**config.mk**
```make
export PLATFORM = sky130hd
export DESIGN_NAME = shift_seq_ctrl_flat
export DESIGN_NICKNAME = d
export VERILOG_FILES = /design/src/rtl/shift_seq_ctrl_pkg.sv /design/src/rtl/shift_seq_ctrl_if.sv /design/src/rtl/shift_seq_ctrl_stage.sv /design/src/rtl/shift_seq_ctrl.sv /design/src/flat_wrapper.sv
export SDC_FILE = /design/constraint.sdc
export NUM_CORES = 1
export LEC_CHECK = 0
export ABC_AREA = 1
export BUFFER_PORTS_ARGS = -buffer_cell sky130_fd_sc_hd__buf_2
export CORE_ASPECT_RATIO = 1.2
export CORE_MARGIN = 2
export CORE_UTILIZATION = 47
export CTS_CLUSTER_DIAMETER = 150
export DETAILED_ROUTE_END_ITERATION = 12
export GPL_TIMING_DRIVEN = 0
export PLACE_DENSITY = 0.77
export SYNTH_ARGS = -nofsm -noshare
export SYNTH_HDL_FRONTEND = slang
export SYNTH_SLANG_ARGS = --single-unit
export TNS_END_PERCENT = 1
```
**constraint.sdc**
```tcl
create_clock -name clk -period 1.3 [get_ports clk]
set_input_delay 0.26 -clock clk [delete_from_list [all_inputs] [get_ports clk]]
set_output_delay 0.26 -clock clk [all_outputs]
set_load 0.02 [all_outputs]
```
**src/rtl/shift_seq_ctrl_pkg.sv**
```systemverilog
`default_nettype none
// ============================================================================
// Module   : shift_seq_pkg
// Purpose  : Shared types and default sizing for the shift-chain sequencer.
// Contents : state_t   - sequencer state (IDLE / SHIFT)
//            DEFAULT_DEPTH, DEFAULT_WIDTH - default chain geometry
// Revision : 1.0 - initial release
// ============================================================================
package shift_seq_pkg;

  localparam int DEFAULT_DEPTH = 4;
  localparam int DEFAULT_WIDTH = 8;

  typedef enum logic {
    IDLE  = 1'b0,
    SHIFT = 1'b1
  } state_t;

endpackage
`default_nettype wire

```
**src/rtl/shift_seq_ctrl_if.sv**
```systemverilog
`default_nettype none
// ============================================================================
// Module   : shift_seq_ctrl_if
// Purpose  : Bundles the vector input port, the word output stream and the
//            abort/busy side-band of the shift-chain sequencer.
// Modports : master - producer/consumer side (drives in_valid, in_data,
//                     out_ready, abort)
//            slave  - sequencer side (drives in_ready, out_valid, out_data,
//                     out_last, busy)
// Revision : 1.0 - initial release
// ============================================================================
interface shift_seq_ctrl_if
  import shift_seq_pkg::*;
#(
  parameter int DEPTH = DEFAULT_DEPTH,
  parameter int WIDTH = DEFAULT_WIDTH
) ();

  logic                   in_valid;
  logic                   in_ready;
  logic [DEPTH*WIDTH-1:0] in_data;
  logic                   out_valid;
  logic                   out_ready;
  logic [WIDTH-1:0]       out_data;
  logic                   out_last;
  logic                   abort;
  logic                   busy;

  modport master (
    output in_valid, in_data, out_ready, abort,
    input  in_ready, out_valid, out_data, out_last, busy
  );

  modport slave (
    input  in_valid, in_data, out_ready, abort,
    output in_ready, out_valid, out_data, out_last, busy
  );

endinterface
`default_nettype wire

```
**src/rtl/shift_seq_ctrl_stage.sv**
```systemverilog
`default_nettype none
// ============================================================================
// Module   : shift_stage
// Purpose  : One WIDTH-bit stage of the shift chain. Load has priority over
//            shift; with neither asserted the stage holds.
// Ports    : clk       - clock
//            reset     - asynchronous active-low clear
//            load      - capture load_data
//            shift     - capture shift_in (from the next stage up)
//            load_data - parallel load value
//            shift_in  - serial value from the neighbouring stage
//            q         - stage contents
// Revision : 1.0 - initial release
// ============================================================================
module shift_stage #(
  parameter int WIDTH = 8
) (
  input  wire logic             clk,
  input  wire logic             reset,
  input  wire logic             load,
  input  wire logic             shift,
  input  wire logic [WIDTH-1:0] load_data,
  input  wire logic [WIDTH-1:0] shift_in,
  output logic      [WIDTH-1:0] q
);

  logic [WIDTH-1:0] r_q;

  always_ff @(posedge clk or negedge reset) begin
    if (!reset) begin
      r_q <= '0;
    end else if (load) begin
      r_q <= load_data;
    end else if (shift) begin
      r_q <= shift_in;
    end
  end

  assign q = r_q;

endmodule
`default_nettype wire

```
**src/rtl/shift_seq_ctrl.sv**
```systemverilog
`default_nettype none
// ============================================================================
// Module   : shift_seq_ctrl
// Purpose  : Accepts one DEPTH-word vector, parallel-loads it into a chain of
//            shift stages and streams it out word 0 first, flagging the last
//            word. A new vector may be accepted on the last beat for
//            gap-free back-to-back streaming. abort discards the vector in
//            flight.
// Ports    : clk   - clock
//            reset - asynchronous active-low reset
//            bus   - shift_seq_ctrl_if.slave (vector in, word stream out,
//                    abort, busy)
// Revision : 1.0 - initial release
// ============================================================================
module shift_seq_ctrl
  import shift_seq_pkg::*;
#(
  parameter int DEPTH = DEFAULT_DEPTH,
  parameter int WIDTH = DEFAULT_WIDTH
) (
  input wire logic       clk,
  input wire logic       reset,
  shift_seq_ctrl_if.slave bus
);

  localparam int              C_CW   = (DEPTH > 1) ? $clog2(DEPTH) : 1;
  localparam logic [C_CW-1:0] C_LAST = C_CW'(DEPTH - 1);

  state_t          r_state;
  state_t          w_state_nxt;
  logic [C_CW-1:0] r_cnt;
  logic [C_CW-1:0] w_cnt_nxt;

  logic [WIDTH-1:0] w_stage_q  [DEPTH];
  logic [WIDTH-1:0] w_load_data[DEPTH];
  logic [WIDTH-1:0] w_shift_in [DEPTH];

  logic w_in_shift;
  logic w_last;
  logic w_beat;
  logic w_in_ready;
  logic w_load;
  logic w_clear;

  // A beat is only accepted when abort is low: abort discards the word even
  // if the consumer signalled ready in the same cycle.
  assign w_in_shift = (r_state == SHIFT);
  assign w_last     = w_in_shift && (r_cnt == C_LAST);
  assign w_beat     = w_in_shift && bus.out_ready && !bus.abort;
  assign w_in_ready = !w_in_shift || (w_last && w_beat);
  assign w_load     = bus.in_valid && w_in_ready;
  // Abort in SHIFT wipes the chain by loading zeros into every stage.
  assign w_clear    = w_in_shift && bus.abort;

  // --------------------------------------------------------------------------
  // Shift chain
  // --------------------------------------------------------------------------
  for (genvar k = 0; k < DEPTH; k++) begin : g_stage
    assign w_load_data[k] = w_load ? bus.in_data[k*WIDTH +: WIDTH] : '0;

    if (k == DEPTH - 1) begin : g_tail
      assign w_shift_in[k] = '0;
    end else begin : g_body
      assign w_shift_in[k] = w_stage_q[k+1];
    end

    shift_stage #(
      .WIDTH(WIDTH)
    ) u_stage (
      .clk      (clk),
      .reset    (reset),
      .load     (w_load || w_clear),
      .shift    (w_beat),
      .load_data(w_load_data[k]),
      .shift_in (w_shift_in[k]),
      .q        (w_stage_q[k])
    );
  end

  // --------------------------------------------------------------------------
  // State / beat-counter register
  // --------------------------------------------------------------------------
  always_ff @(posedge clk or negedge reset) begin
    if (!reset) begin
      r_state <= IDLE;
      r_cnt   <= '0;
    end else begin
      r_state <= w_state_nxt;
      r_cnt   <= w_cnt_nxt;
    end
  end

  // --------------------------------------------------------------------------
  // Next-state logic
  // --------------------------------------------------------------------------
  always_comb begin
    w_state_nxt = r_state;
    w_cnt_nxt   = r_cnt;
    case (r_state)
      IDLE: begin
        // abort is ignored here; an offered vector is always taken.
        if (w_load) begin
          w_state_nxt = SHIFT;
          w_cnt_nxt   = '0;
        end
      end
      SHIFT: begin
        if (bus.abort) begin
          w_state_nxt = IDLE;
          w_cnt_nxt   = '0;
        end else if (w_beat) begin
          if (w_last) begin
            // Stay in SHIFT when the next vector is taken on this beat.
            w_state_nxt = w_load ? SHIFT : IDLE;
            w_cnt_nxt   = '0;
          end else begin
            w_cnt_nxt = r_cnt + C_CW'(1);
          end
        end
      end
      default: begin
        w_state_nxt = IDLE;
        w_cnt_nxt   = '0;
      end
    endcase
  end

  // --------------------------------------------------------------------------
  // Output decode
  // --------------------------------------------------------------------------
  logic             w_out_valid;
  logic             w_out_last;
  logic             w_busy;
  logic [WIDTH-1:0] w_out_data;

  always_comb begin
    w_out_valid = w_in_shift;
    w_out_last  = w_last;
    w_busy      = (r_state != IDLE);
    w_out_data  = w_stage_q[0];
  end

  assign bus.in_ready  = w_in_ready;
  assign bus.out_valid = w_out_valid;
  assign bus.out_last  = w_out_last;
  assign bus.busy      = w_busy;
  assign bus.out_data  = w_out_data;

endmodule
`default_nettype wire

```
**src/flat_wrapper.sv**
```systemverilog
// flat-port wrapper written by rule: the top's interface ports become plain ports
module shift_seq_ctrl_flat import shift_seq_pkg::*;
#(
  parameter int DEPTH = DEFAULT_DEPTH,
  parameter int WIDTH = DEFAULT_WIDTH
)
  (clk, reset, bus_in_valid, bus_in_data, bus_out_ready, bus_abort, bus_in_ready, bus_out_valid, bus_out_data, bus_out_last, bus_busy);
  shift_seq_ctrl_if #(.DEPTH(DEPTH), .WIDTH(WIDTH)) bus_i ();
  input wire logic clk;
  input wire logic reset;
  input wire logic [$bits(bus_i.in_valid)-1:0] bus_in_valid;
  input wire logic [$bits(bus_i.in_data)-1:0] bus_in_data;
  input wire logic [$bits(bus_i.out_ready)-1:0] bus_out_ready;
  input wire logic [$bits(bus_i.abort)-1:0] bus_abort;
  output wire logic [$bits(bus_i.in_ready)-1:0] bus_in_ready;
  output wire logic [$bits(bus_i.out_valid)-1:0] bus_out_valid;
  output wire logic [$bits(bus_i.out_data)-1:0] bus_out_data;
  output wire logic [$bits(bus_i.out_last)-1:0] bus_out_last;
  output wire logic [$bits(bus_i.busy)-1:0] bus_busy;
  assign bus_i.in_valid = bus_in_valid;
  assign bus_i.in_data = bus_in_data;
  assign bus_i.out_ready = bus_out_ready;
  assign bus_i.abort = bus_abort;
  assign bus_in_ready = bus_i.in_ready;
  assign bus_out_valid = bus_i.out_valid;
  assign bus_out_data = bus_i.out_data;
  assign bus_out_last = bus_i.out_last;
  assign bus_busy = bus_i.busy;
  shift_seq_ctrl #(.DEPTH(DEPTH), .WIDTH(WIDTH)) u_core (.clk(clk), .reset(reset), .bus(bus_i));
endmodule
```
==> run_results.csv <==
group,metric,value,unit
outcome,run_status,"complete, but fails checks",
outcome,violations,"setup timing",
floorplanning,fp-row-count,24,
detailed_routing,vias_per_cell,4.945,
synthesis,yosysSeqAreaShare,47.91,%
global_routing,first_global_vias,1702,
detailed_routing,remaining_drc_errors,0,
worst_setup_path,critPathMaxFanout,3,
synthesis,synth_edf_count,0,
layout,syn2layout_area_growth,28.54,%
timing,timing.slew.headroom,49.37,%
detailed_routing,drtAntennaViolNets,0,
layout,final.fill_count,348,
clock_tree,worst_setup_hold_path_clk_slew,60,ps
floorplanning,height_of_the_chip,72.32,µm
layout,nets,346,
timing,maxSlewViolCount,0,
synthesis,synthTopCellsByArea,"dfrtp_1, nand2_1, nand4_1",
power,finalPower,0.003822,W
global_routing,grt_start_max_net_pins,36,
power,power.density,1627,nW/µm²
flow_run,cap_viol_max_count,0,
power,power.static_leakage,1.356,nW
clock_tree,number_of_hold_buffers_added_after_cts,0,
detailed_routing,vias,1785,
layout,antenna_cells_inserted,0,
synthesis,yosysTopAreaCellShare,47.91,%
timing,report.final.hold_viol_count,0,
floorplanning,core_area,3694,µm²
hold_path,worstHoldPathType,"in2async",
synthesis,dominantRegCellSynth,"dfrtp_1",
timing,final.setup_skew,4.580,ps
timing,grt_setup_unrepaired,"true",
layout,sequential_cell_area,877.1,µm²
detailed_routing,drt-wirelength-per-cell,12.73,µm
layout,multi_input_area,782.0,µm²
timing,fmax,656.1,MHz
synthesis,synth.most_common_cell,"nand2_1",
worst_setup_path,timing_worst_setup_path_type,"reg2out",
clock_tree,cts.sink_count,35,
floorplanning,boundary_pin_count,49,
worst_setup_path,critPathCaptureType,"output pin",
layout,finish.cell_count_without_fillers,361,
synthesis,netlist_instances,244,
placed_design,place_hpwl,3043,µm
synthesis,yosys_register_bits,35,
detailed_routing,drt-initial-drc-count,66,
placed_design,globalplace.congestion,0.8268,
power,power.ir.vdd_worst,651.2,µV
clock_tree,cts_htree_levels,2,
detailed_routing,detail_route.first_pass.iterations,4,
clock_tree,cts_tree,"done",
worst_setup_path,critPathRequiredTime,1040,ps
timing,fin_crit,1524,ps
placed_design,dp_slack,-159.9,ps
timing,transition_at_the_pin_with_the_smallest_max_transition_slack,759.4,ps
floorplanning,die_width,60.93,µm
synthesis,yosysWarnings,0,
clock_tree,cts_inserted_buffers,5,
timing,finalSetupViolCount,37,
clock_tree,cts-root-to-sink-buffers,2,
placed_design,place_inst,344,
clock_tree,clk_root_buffer_cell,"clkbuf_8",
global_routing,globalRouteTotalUtil,22.23,%
worst_setup_path,setup.worst_path.start_class,"flip-flop",
synthesis,synth_nets,282,
global_routing,antenna_found_initial,0,
synthesis,yosys-top-cells-count,"nand2_1, dfrtp_1, inv_1, nand4_1, nand3_1",
placed_design,buffer_ports.inserted,48,
clock_tree,clock_insertion_delay_worst_skew,280,ps
timing,final.setup.tns,-5273,ps
synthesis,ys_async_sr_fraction,100.0,%
synthesis,area_of_the_mapped_netlist,1828,µm²
worst_setup_path,arrival,1260,ps
global_routing,grt_total_ovfl,0,
floorplanning,initial_standard_cell_utilization_of_the_core,49.49,%
global_routing,grt_pass1_wl,7348,µm
synthesis,synth.avg_cell_area,7.492,µm²
synthesis,yosysTopAreaCell,"dfrtp_1",
detailed_routing,routed_wirelength,4595,µm
timing,final.period_utilization,117.2,%
synthesis,yosysUniqueCellTypes,19,
floorplanning,floorplan.die_area,4406,µm²
timing,timing.final.ws_setup,-224.0,ps
layout,post_route_cells_drive_above_1_share,30.10,%
[layer usage]
metal  track usage [%]  up-vias  share of wire (%)
li1                  -      891                  -
met3             3.743       11                5.3
met2             35.96       62                 50
met1             28.54      821                 42
met5                 0        -                  0
met4             10.63        0                2.2
[cell usage in the layout (no fill, tap or decap)]
cell	n
o21ai_1	7
nand3_2	1
nor2_1	3
ha_2	1
dfrtp_1	34
buf_4	11
inv_1	22
inv_2	3
clkbuf_8	5
nand3_1	11
nand2_2	6
nand4_1	18
clkbuf_1	3
nand2_1	115
buf_2	48
dfrtp_2	1
buf_6	11
clkinv_2	1
a21oi_4	1
o21ai_2	1
nor2_4	1
a21oi_1	3
nand2_4	2
[cells by family after synthesis]
| family | synth area share (%) |
|---|---|
| AND/OR/NAND/NOR | 36.48 |
| AO/OA/AOI/OAI | 3.901 |
| flip-flops | 47.91 |
| buffers and inverters | 11.02 |
| adder cells (fa/ha/maj) | 0.6844 |
[area by class of cell]
type | instances | share of cell area (%)
Clock inverter | 1 | 0.2130
Clock buffer | 7 | 3.248
Timing Repair Buffer | 57 | 13.90
Inverter | 25 | 3.994
Tap cell | 52 | 2.769
Multi-Input combinational cell | 170 | 33.28
Buffer | 14 | 5.272
Sequential cell | 35 | 37.33
[timing repair]
action | 4_1_cts | 5_1_grt
setup endpoints to repair | 33 | 37
gates cloned | 0 | 1
pin swaps | 2 | 9
buffers inserted | 5 | 3
hold endpoints to repair | 0 | 0
resized for setup | 16 | 11
[registers in the layout, summed over array words and instances (netlist names)]
| name | cells |
|---|---|
| u_core.g_stage.u_stage.q | 32 |
| u_core.r_cnt | 2 |
| u_core.bus.busy | 1 |
[metrics by stage]
| stage | cell area, µm² | util, % | hold slack [ps] |
|---|---|---|---|
| 2_1_floorplan | 1828 | - | -35.59 |
| 6_report | 2350 | 63.62 | 44.99 |
| 3_5_place_dp | 2133 | 57.76 | 372.0 |
| 4_1_cts | 2292 | 62.06 | 71.56 |
| 5_1_grt | 2350 | 63.62 | 105.6 |
| 3_3_place_gp | 2133 | 57.76 | 383.9 |
[final timing paths]
path	start	to	slack [ps]	depth (start not counted)
setup reg to reg	u_core.r_cnt[0]	u_core.g_stage[2].u_stage.q[4]	-200	8
hold / removal	reset	u_core.r_cnt[0]	40	1
max in group asynchronous	reset	u_core.bus.busy	730	1
min in group clk	bus_in_data[7]	u_core.g_stage[0].u_stage.q[7]	170	3
setup / recovery	u_core.r_cnt[0]	bus_in_ready	-220	6
hold reg to reg	u_core.g_stage[3].u_stage.q[7]	u_core.g_stage[2].u_stage.q[7]	510	2
[critical path, stage by stage, from the launching register on]
cell and delay [ps]:
dfrtp_1 390, ha_2 210, nand2_2 80, nand2_4 70, nand2_4 80, inv_2 40
buf_6 120
[power by group]
part	total, W	internal, W	leakage [nW]	switching, W
clock	0.000755	0.000376	0.0422	0.000379
combinational	0.00152	0.000635	0.854	0.000884
sequential	0.00155	0.00137	0.460	0.000178
total	0.00382	0.00238	1.36	0.00144
Note: power is estimated with default switching activity, not from simulation.
